File: config.mk
export PLATFORM = sky130hd
export DESIGN_NAME = mem_access_unit
export DESIGN_NICKNAME = d
export VERILOG_FILES = /design/src/rtl/mem_pkg.sv /design/src/rtl/mau_lane_align.sv /design/src/rtl/mem_access_unit.sv
export SDC_FILE = /design/constraint.sdc
export NUM_CORES = 1
export LEC_CHECK = 0
export ABC_AREA = 1
export ABC_CLOCK_PERIOD_IN_PS = 7010
export CORE_MARGIN = 1
export CORE_UTILIZATION = 40
export DETAILED_ROUTE_END_ITERATION = 10
export HOLD_SLACK_MARGIN = 0.02
export PLACE_DENSITY = 0.69
export SETUP_SLACK_MARGIN = 0.05
export SLEW_MARGIN = 10
export SYNTH_ARGS = -nofsm -noshare
export SYNTH_HDL_FRONTEND = slang
export SYNTH_HIERARCHICAL = 1
export SYNTH_SLANG_ARGS = --single-unit
File: constraint.sdc
create_clock -name clk -period 7.01 [get_ports clk]
set_input_delay 1.402 -clock clk [delete_from_list [all_inputs] [get_ports clk]]
set_output_delay 1.402 -clock clk [all_outputs]
set_load 0.005 [all_outputs]
File: src/rtl/mem_pkg.sv
// Shared load/store definitions: access-size encodings, access-unit FSM states,
// lane masks and the alignment rule used by both the access unit and decode.
package mem_pkg;

  typedef enum logic [1:0] {
    SZ_BYTE = 2'b00,
    SZ_HALF = 2'b01,
    SZ_WORD = 2'b10,
    SZ_RSVD = 2'b11
  } size_e;

  typedef enum logic [2:0] {
    ST_IDLE,
    ST_READ,
    ST_MERGE,
    ST_WRITE,
    ST_ERR,
    ST_RESP
  } state_e;

  localparam logic [31:0] LANE_BYTE_MASK = 32'h0000_00FF;
  localparam logic [31:0] LANE_HALF_MASK = 32'h0000_FFFF;

  // Reserved size is aligned like a word.
  function automatic logic misaligned(input logic [1:0] size, input logic [1:0] off);
    case (size)
      SZ_BYTE: return 1'b0;
      SZ_HALF: return off[0];
      default: return off != 2'b00;
    endcase
  endfunction

endpackage

File: src/rtl/mau_lane_align.sv
// Little-endian lane handling: extracts and extends load data from a bus word,
// and merges a byte/halfword store into a previously read word.
module mau_lane_align
  import mem_pkg::*;
(
  input  logic [31:0] word,
  input  logic [31:0] wdata,
  input  logic [1:0]  off,
  input  size_e       size,
  input  logic        sgn,
  output logic [31:0] load_val,
  output logic [31:0] merged
);

  function automatic logic [31:0] ext8(input logic [7:0] v, input logic s);
    logic signed [7:0] sv;
    sv = signed'(v);
    return s ? 32'(sv) : {24'b0, v};
  endfunction

  function automatic logic [31:0] ext16(input logic [15:0] v, input logic s);
    logic signed [15:0] sv;
    sv = signed'(v);
    return s ? 32'(sv) : {16'b0, v};
  endfunction

  logic [4:0]  bsh;
  logic [4:0]  hsh;
  logic [7:0]  bv;
  logic [15:0] hv;
  logic [31:0] bmask;
  logic [31:0] hmask;

  assign bsh   = {off, 3'b000};
  assign hsh   = {off[1], 4'b0000};
  assign bv    = 8'(word >> bsh);
  assign hv    = off[1] ? word[31:16] : word[15:0];
  assign bmask = LANE_BYTE_MASK << bsh;
  assign hmask = LANE_HALF_MASK << hsh;

  always_comb begin
    load_val = word;
    merged   = wdata;
    case (size)
      SZ_BYTE: begin
        load_val = ext8(bv, sgn);
        merged   = (word & ~bmask) | ((wdata & LANE_BYTE_MASK) << bsh);
      end
      SZ_HALF: begin
        load_val = ext16(hv, sgn);
        merged   = (word & ~hmask) | ((wdata & LANE_HALF_MASK) << hsh);
      end
      default: ;
    endcase
  end

endmodule

File: src/rtl/mem_access_unit.sv
// Load/store front end: one byte-addressed request at a time, turned into
// word-wide bus cycles with read-modify-write for sub-word stores.
module mem_access_unit
  import mem_pkg::*;
#(
  parameter int READ_LATENCY = 1
) (
  input  logic        clk,
  input  logic        rst,
  input  logic        req_valid,
  output logic        req_ready,
  input  logic        req_we,
  input  logic [1:0]  req_size,
  input  logic        req_signed,
  input  logic [31:0] req_addr,
  input  logic [31:0] req_wdata,
  output logic        resp_valid,
  output logic [31:0] resp_rdata,
  output logic        resp_err,
  output logic [31:0] addressVirt,
  output logic [31:0] dataInVirt,
  output logic        wEnVirt,
  input  logic [31:0] dataOutVirt
);

  // Loads sample the bus on the cycle read data is valid; sub-word stores
  // leave READ one cycle earlier so MERGE itself sees the valid read word.
  localparam logic [1:0] LAT_LAST = 2'(READ_LATENCY);
  localparam logic [1:0] LAT_PRE  = 2'(READ_LATENCY - 1);

  state_e      state, state_nxt;
  logic [1:0]  cnt;
  logic        we_r;
  logic        sgn_r;
  size_e       size_r;
  logic [1:0]  off_r;
  logic [31:0] wdata_r;

  logic        accept;
  logic        mis;
  size_e       size_in;
  logic        word_sz;
  logic        rd_done;
  logic [31:0] load_val;
  logic [31:0] merged;

  assign accept  = req_valid & req_ready;
  assign mis     = misaligned(req_size, req_addr[1:0]);
  assign size_in = (req_size == SZ_RSVD) ? SZ_WORD : size_e'(req_size);
  assign word_sz = (size_in == SZ_WORD);
  assign rd_done = (state == ST_READ) && !we_r && (cnt == LAT_LAST);

  mau_lane_align u_align (
    .word     (dataOutVirt),
    .wdata    (wdata_r),
    .off      (off_r),
    .size     (size_r),
    .sgn      (sgn_r),
    .load_val (load_val),
    .merged   (merged)
  );

  always_ff @(posedge clk) begin
    if (rst) begin
      state <= ST_IDLE;
      cnt   <= 2'd0;
    end else begin
      state <= state_nxt;
      cnt   <= (state == ST_READ) ? cnt + 2'd1 : 2'd0;
    end
  end

  always_comb begin
    state_nxt = state;
    case (state)
      ST_IDLE: begin
        if (accept) begin
          if (mis)                  state_nxt = ST_ERR;
          else if (req_we && word_sz) state_nxt = ST_WRITE;
          else                      state_nxt = ST_READ;
        end
      end
      ST_READ: begin
        if (we_r) begin
          if (cnt == LAT_PRE) state_nxt = ST_MERGE;
        end else if (cnt == LAT_LAST) begin
          state_nxt = ST_RESP;
        end
      end
      ST_MERGE: state_nxt = ST_WRITE;
      ST_WRITE: state_nxt = ST_RESP;
      ST_ERR:   state_nxt = ST_RESP;
      ST_RESP:  state_nxt = ST_IDLE;
      default:  state_nxt = ST_IDLE;
    endcase
  end

  always_comb begin
    req_ready  = 1'b0;
    resp_valid = 1'b0;
    wEnVirt    = 1'b0;
    case (state)
      ST_IDLE:  req_ready  = 1'b1;
      ST_WRITE: wEnVirt    = 1'b1;
      ST_RESP:  resp_valid = 1'b1;
      default:  ;
    endcase
  end

  always_ff @(posedge clk) begin
    if (accept) begin
      we_r    <= req_we;
      sgn_r   <= req_signed;
      size_r  <= size_in;
      off_r   <= req_addr[1:0];
      wdata_r <= req_wdata;
    end
  end

  // Bus-facing and response registers; a misaligned access leaves the bus untouched.
  always_ff @(posedge clk) begin
    if (rst) begin
      addressVirt <= '0;
      dataInVirt  <= '0;
      resp_rdata  <= '0;
      resp_err    <= 1'b0;
    end else begin
      if (accept) begin
        resp_err   <= mis;
        resp_rdata <= '0;
        if (!mis) addressVirt <= {2'b00, req_addr[31:2]};
        if (!mis && req_we && word_sz) dataInVirt <= req_wdata;
      end
      if (rd_done) resp_rdata <= load_val;
      if (state == ST_MERGE) dataInVirt <= merged;
    end
  end

endmodule

==> impl_metrics.tcl, run 1 <==
set metrics [dict create \
    yosys.area.top_type "dfxtp_1" \
    yosysMostFrequentCell "nand2_1" \
    routed_via_density 5.05 \
    fin_nets 1306 \
    grt_use_met3_pct 8.28 \
    dieArea_mm2 0.0180 \
    skew_ns 0.00691 \
    cts_tree "done" \
    drtPass1Iterations 5 \
    leakagePower_nw 4.29 \
    dp_hpwl_um 15700 \
    ioPinCount 203 \
    antenna_found_initial 0 \
    netlist_area_mm2 0.00699 \
    cts_hold_buf 0 \
    hp-class "flop to flop" \
    max-clock-path-buffers 2 \
    yosysWarnings 6 \
    pre_cts_slack_ns 3.38 \
    fmax_mhz 312 \
    worstSetupPathType "input port to flop" \
    synth_edf_count 38 \
    post_cts_buffers 0 \
    antennaDiodeCount 0 \
    die_y_um 134 \
    grt.met1_usage_pct 33.7 \
    startpoint_type "input port" \
    ys_top_cells_by_area "dfxtp_1 29%, nand2_1 19%, edfxtp_1 16%" \
    drtIter0Drc 627 \
    regArea_mm2 0.00314 \
    grt_pass1_vias 6474 \
    ys.flop_type "dfxtp_1" \
    power_density_mw_per_mm2 310 \
    tns_ns 0 \
    avgSynthCellArea_um2 6.76 \
    postLayoutCellArea_mm2 0.00963 \
    outcome "complete, no violations" \
    cp-end-kind "flop" \
    seq_area_frac_synth_pct 45.0 \
    worstMarginPinSlew_ns 1.07 \
    start_util_pct 41.5 \
    grt_busiest_layer "met2" \
    crit_required_ns 7.29 \
    setup_violations 0 \
    grt.overflow.total 0 \
    clk_latency_ns 0.42 \
    htree_levels 4 \
    cts.clk_slew.worst_paths_ns 0.06 \
    async_reset_ff_share_pct 0 \
    routabilityCongestion 0.933 \
    ys_types 33 \
    rows 47 \
    slew_headroom_pct 28.5 \
    syn-instance-count 1033 \
    final-hold-violation-count 0 \
    critPathArrivalTime_ns 3.49 \
    syn_to_final_growth_pct 37.9 \
    fin_ws_ns 3.80 \
    coreArea_mm2 0.0168 \
    cts.sinks 138 \
    drc 0 \
    postRouteAntennaNets 0 \
    finalWirelength_um 22000 \
    placed_area_mm2 0.00903 \
    synth_top_area_share_pct 28.7 \
    crit_fanout 41 \
    grt_use_met2_pct 36.7 \
    synthTopCellsByCount "351 x nand2_1, 145 x nor2_1, 100 x dfxtp_1, 100 x nand3_1, 83 x inv_1" \
    ctsRootBufferMaster "clkbuf_16" \
    wire_per_inst_um 15.4 \
    port_buffers 200 \
    via_count 7242 \
    drive_above_1_share_pct 4.94 \
    final_util_pct 57.3 \
    slew_violations 0 \
    die_x_um 134 \
    vdd_drop_max_mv 0.195 \
    multi_input_area_mm2 0.00320 \
    maxCapViolCount 0 \
    synth_seq_cells 138 \
    tritoncts.num_buffers 17 \
    holdWs_ns 0.463 \
    grt_max_degree 65 \
    rsz0062_at_grt "false" \
    fill_cells 1618 \
    finalCritPeriodShare_pct 45.8 \
    grt_pass1_wl_um 34400 \
    track_usage_pct 24.7 \
    min_period_ns 3.21 \
    cts.repair.resized 0 \
]
[registers in the layout, indices dropped and copies added, names as in the netlist]
signal / count
dataInVirt: 32
resp_rdata: 32
wdata_r: 32
addressVirt: 30
state: 3
cnt: 2
off_r: 2
size_r: 2
resp_err: 1
sgn_r: 1
we_r: 1
[critical path, cell delays in order]
cell	delay, ns
clkdlybuf4s50_1	0.45
inv_1	0.08
nor2_4	0.10
buf_4	0.48
inv_1	0.60
nand3_1	0.26
a21oi_1	0.10
[through the flow]
step	std cells	total power [mW]
2_1_floorplan	1034	1.69
3_3_place_gp	1402	2.08
3_5_place_dp	1402	2.08
4_1_cts	1434	2.99
5_1_grt	1434	3.16
6_report	1434	2.98
[worst paths after layout]
| path | from | to | slack [ns] | cells after the start |
|---|---|---|---|---|
| setup / recovery | req_valid | resp_rdata[18] | 3.80 | 7 |
| hold / removal | cnt[0] | cnt[0] | 0.46 | 1 |
| setup reg to reg | size_r[1] | dataInVirt[10] | 4.29 | 10 |
| hold reg to reg | cnt[0] | cnt[0] | 0.46 | 1 |
[layer usage]
layer / vias up / wire (um)
li1: 3609 / -
met1: 3304 / 9840
met2: 308 / 9430
met3: 21 / 2400
met4: 0 / 344
met5: - / 0
[logic make-up after synthesis]
| kind of cell | synth area share, % |
|---|---|
| and+or+nand+nor | 35.2 |
| buffers and inverters | 9.35 |
| DFF | 45.0 |
| AOI/OAI and AO/OA | 10.0 |
| adders and majority gates | 0.358 |
| other | 0.0537 |
[report_power, final]
group          internal [mW]  leakage [nW]  switching, mW  total (mW)
combinational          0.397          2.81          0.590       0.987
sequential             0.988          1.18          0.107        1.09
clock                  0.559         0.306          0.342       0.901
[layout make-up]
| class | count | area share, % |
|---|---|---|
| multi-input combinational | 743 | 33.2 |
| sequential | 138 | 32.6 |
| timing repair buffer | 208 | 21.4 |
| clock buffer | 22 | 5.38 |
| inverter | 93 | 3.68 |
| tap | 220 | 2.86 |
| clock inverter | 10 | 0.844 |
[cell usage in the layout, fill, tap and decap left out, types with 3 or more instances in the layout]
master,netlist,layout
a21oi_1,42,42
buf_4,4,8
clkbuf_16,0,20
clkdlybuf4s50_1,0,200
clkinv_2,0,6
dfxtp_1,100,100
edfxtp_1,38,38
inv_1,83,83
inv_2,7,7
inv_4,2,4
nand2_1,351,351
nand3_1,100,100
nand4_1,4,4
nor2_1,145,145
nor2_2,4,3
o211ai_1,4,4
o21ai_0,54,54
o21ai_1,6,6
o22ai_1,19,19
Power figures use the tool's default switching activity.
==> inputs of run 2 (changes only) <==
--- a/config.mk
+++ b/config.mk
@@ -6,12 +6,12 @@
 export NUM_CORES = 1
 export LEC_CHECK = 0
 export ABC_AREA = 1
-export ABC_CLOCK_PERIOD_IN_PS = 7010
+export ABC_CLOCK_PERIOD_IN_PS = 2800
 export CORE_MARGIN = 1
 export CORE_UTILIZATION = 40
 export DETAILED_ROUTE_END_ITERATION = 10
 export HOLD_SLACK_MARGIN = 0.02
-export PLACE_DENSITY = 0.69
+export PLACE_DENSITY = 0.72
 export SETUP_SLACK_MARGIN = 0.05
 export SLEW_MARGIN = 10
 export SYNTH_ARGS = -nofsm -noshare
==> constraint.sdc (replaced) <==
create_clock -name clk -period 2.8 [get_ports clk]
set_input_delay 0.56 -clock clk [delete_from_list [all_inputs] [get_ports clk]]
set_output_delay 0.56 -clock clk [all_outputs]
set_load 0.005 [all_outputs]
==> impl_metrics.tcl, run 2 (synthesis gave the netlist of run 1 again) <==
set metrics [dict create \
    start_util_pct 41.5 \
    routabilityCongestion 0.976 \
    hold_depth 1 \
    clk_latency_ns 0.42 \
    postRouteAntennaNets 0 \
    syn_to_final_growth_pct 39.5 \
    r2r_cells 7 \
    grt.overflow.total 0 \
    power_density_mw_per_mm2 779 \
    leakagePower_nw 4.34 \
    startpoint_type "flop" \
    dieArea_mm2 0.0180 \
    cp-end-kind "primary output" \
    hp-class "flop to flop" \
    final-hold-violation-count 0 \
    slew_violations 0 \
    finalNonFillerCells 1445 \
    cts.repair.resized 0 \
    track_usage_pct 24.2 \
    crit_fanout 6 \
    worstSetupPathType "flop to primary output" \
    timing.rr.start "size_r[1]" \
    rows 47 \
    finalWirelength_um 21500 \
    cts_hold_buf 0 \
    routed_via_density 5.03 \
    grt_pass1_wl_um 33800 \
    maxCapViolCount 0 \
    max-clock-path-buffers 2 \
    drc 0 \
    rsz0062_at_grt "false" \
    wire_per_inst_um 14.9 \
    antenna_found_initial 0 \
    crit_start "state[1]" \
    finalPower_mw 7.59 \
    drtIter0Drc 733 \
    cts_tree "done" \
    fmax_mhz 435 \
    layout_common_cells "351 x nand2_1, 200 x clkdlybuf4s50_1, 145 x nor2_1, 100 x nand3_1, 100 x dfxtp_1" \
    tns_ns 0 \
    min_period_ns 2.30 \
    cts.sinks 138 \
    drive_above_1_share_pct 5.80 \
    die_x_um 134 \
    tritoncts.num_buffers 17 \
    cts.clk_slew.worst_paths_ns 0.06 \
    via_count 7274 \
    slew_headroom_pct 37.0 \
    layout_commonest_cell "nand2_1" \
    place_inst 1413 \
    top_regs "dataInVirt: 32 flops, resp_rdata: 32 flops, wdata_r: 32 flops" \
    finalCritPeriodShare_pct 82.1 \
    drtPass1Iterations 6 \
    grt_max_degree 65 \
    post_cts_buffers 0 \
    coreArea_mm2 0.0168 \
    critPathArrivalTime_ns 1.74 \
    grt_pass1_vias 6519 \
    fin_nets 1317 \
    dp_hpwl_um 15800 \
    outcome "complete, no violations" \
    die_y_um 134 \
    skew_ns 0.00789 \
    setup_violations 0 \
    holdCritStartpoint "cnt[0]" \
    port_buffers 200 \
    vdd_drop_max_mv 0.440 \
    worstMarginPinSlew_ns 0.944 \
    htree_levels 4 \
    ioPinCount 203 \
    antennaDiodeCount 0 \
    ctsRootBufferMaster "clkbuf_16" \
    crit_required_ns 2.24 \
]
-- run 2: cell types whose count changed in the layout (fill, tap and decap cells not counted), sizes merged --
cell	change
buf	+11
clkinv	-2
inv	-1
clkinvlp	+4
clkbuf	-3
bufinv	+2
-- run 2: path summary, 6_finish.rpt --
check	end	slack [ns]
setup / recovery	req_ready	0.50
hold / removal	cnt[0]	0.45
setup reg to reg	resp_rdata[21]	0.66
hold reg to reg	cnt[0]	0.45
-- run 2: critical path: stages (launching register included) --
cell	delay, ns
dfxtp_1	0.36
nor2_1	0.19
nand2_1	0.16
inv_2	0.10
clkdlybuf4s50_1	0.51
-- run 2: final cells by class --
| type | count | area, um2 |
|---|---|---|
| Clock buffer | 19 | 454 |
| Clock inverter | 13 | 165 |
| Fill cell | 1589 | 7070 |
| Inverter | 93 | 354 |
| Multi-Input combinational cell | 743 | 3200 |
| Sequential cell | 138 | 3140 |
| Tap cell | 220 | 275 |
| Timing Repair Buffer | 219 | 2160 |
-- run 2: through the flow --
stage | utilization [%] | area (um2) | setup WS, ns | hold WS (ns)
global route | 58.0 | 9750 | 0.442 | 0.468
CTS | 58.0 | 9750 | 0.484 | 0.455
finish | 58.0 | 9750 | 0.500 | 0.453
floorplan | - | 6990 | 0.281 | 0.417
detailed placement | 54.3 | 9130 | 0.529 | 0.443
global placement | 54.3 | 9130 | 0.546 | 0.433
-- run 2: report_power, final --
part / switching [mW] / internal [mW]
combinational: 1.49 / 1.04
sequential: 0.240 / 2.47
clock: 0.888 / 1.46
total: 2.62 / 4.97
-- run 2: layer usage --
layer	track usage (%)	wire (um)
met1	32.7	9420
met2	35.3	9260
met3	9.86	2560
met4	6.74	301
met5	0	0
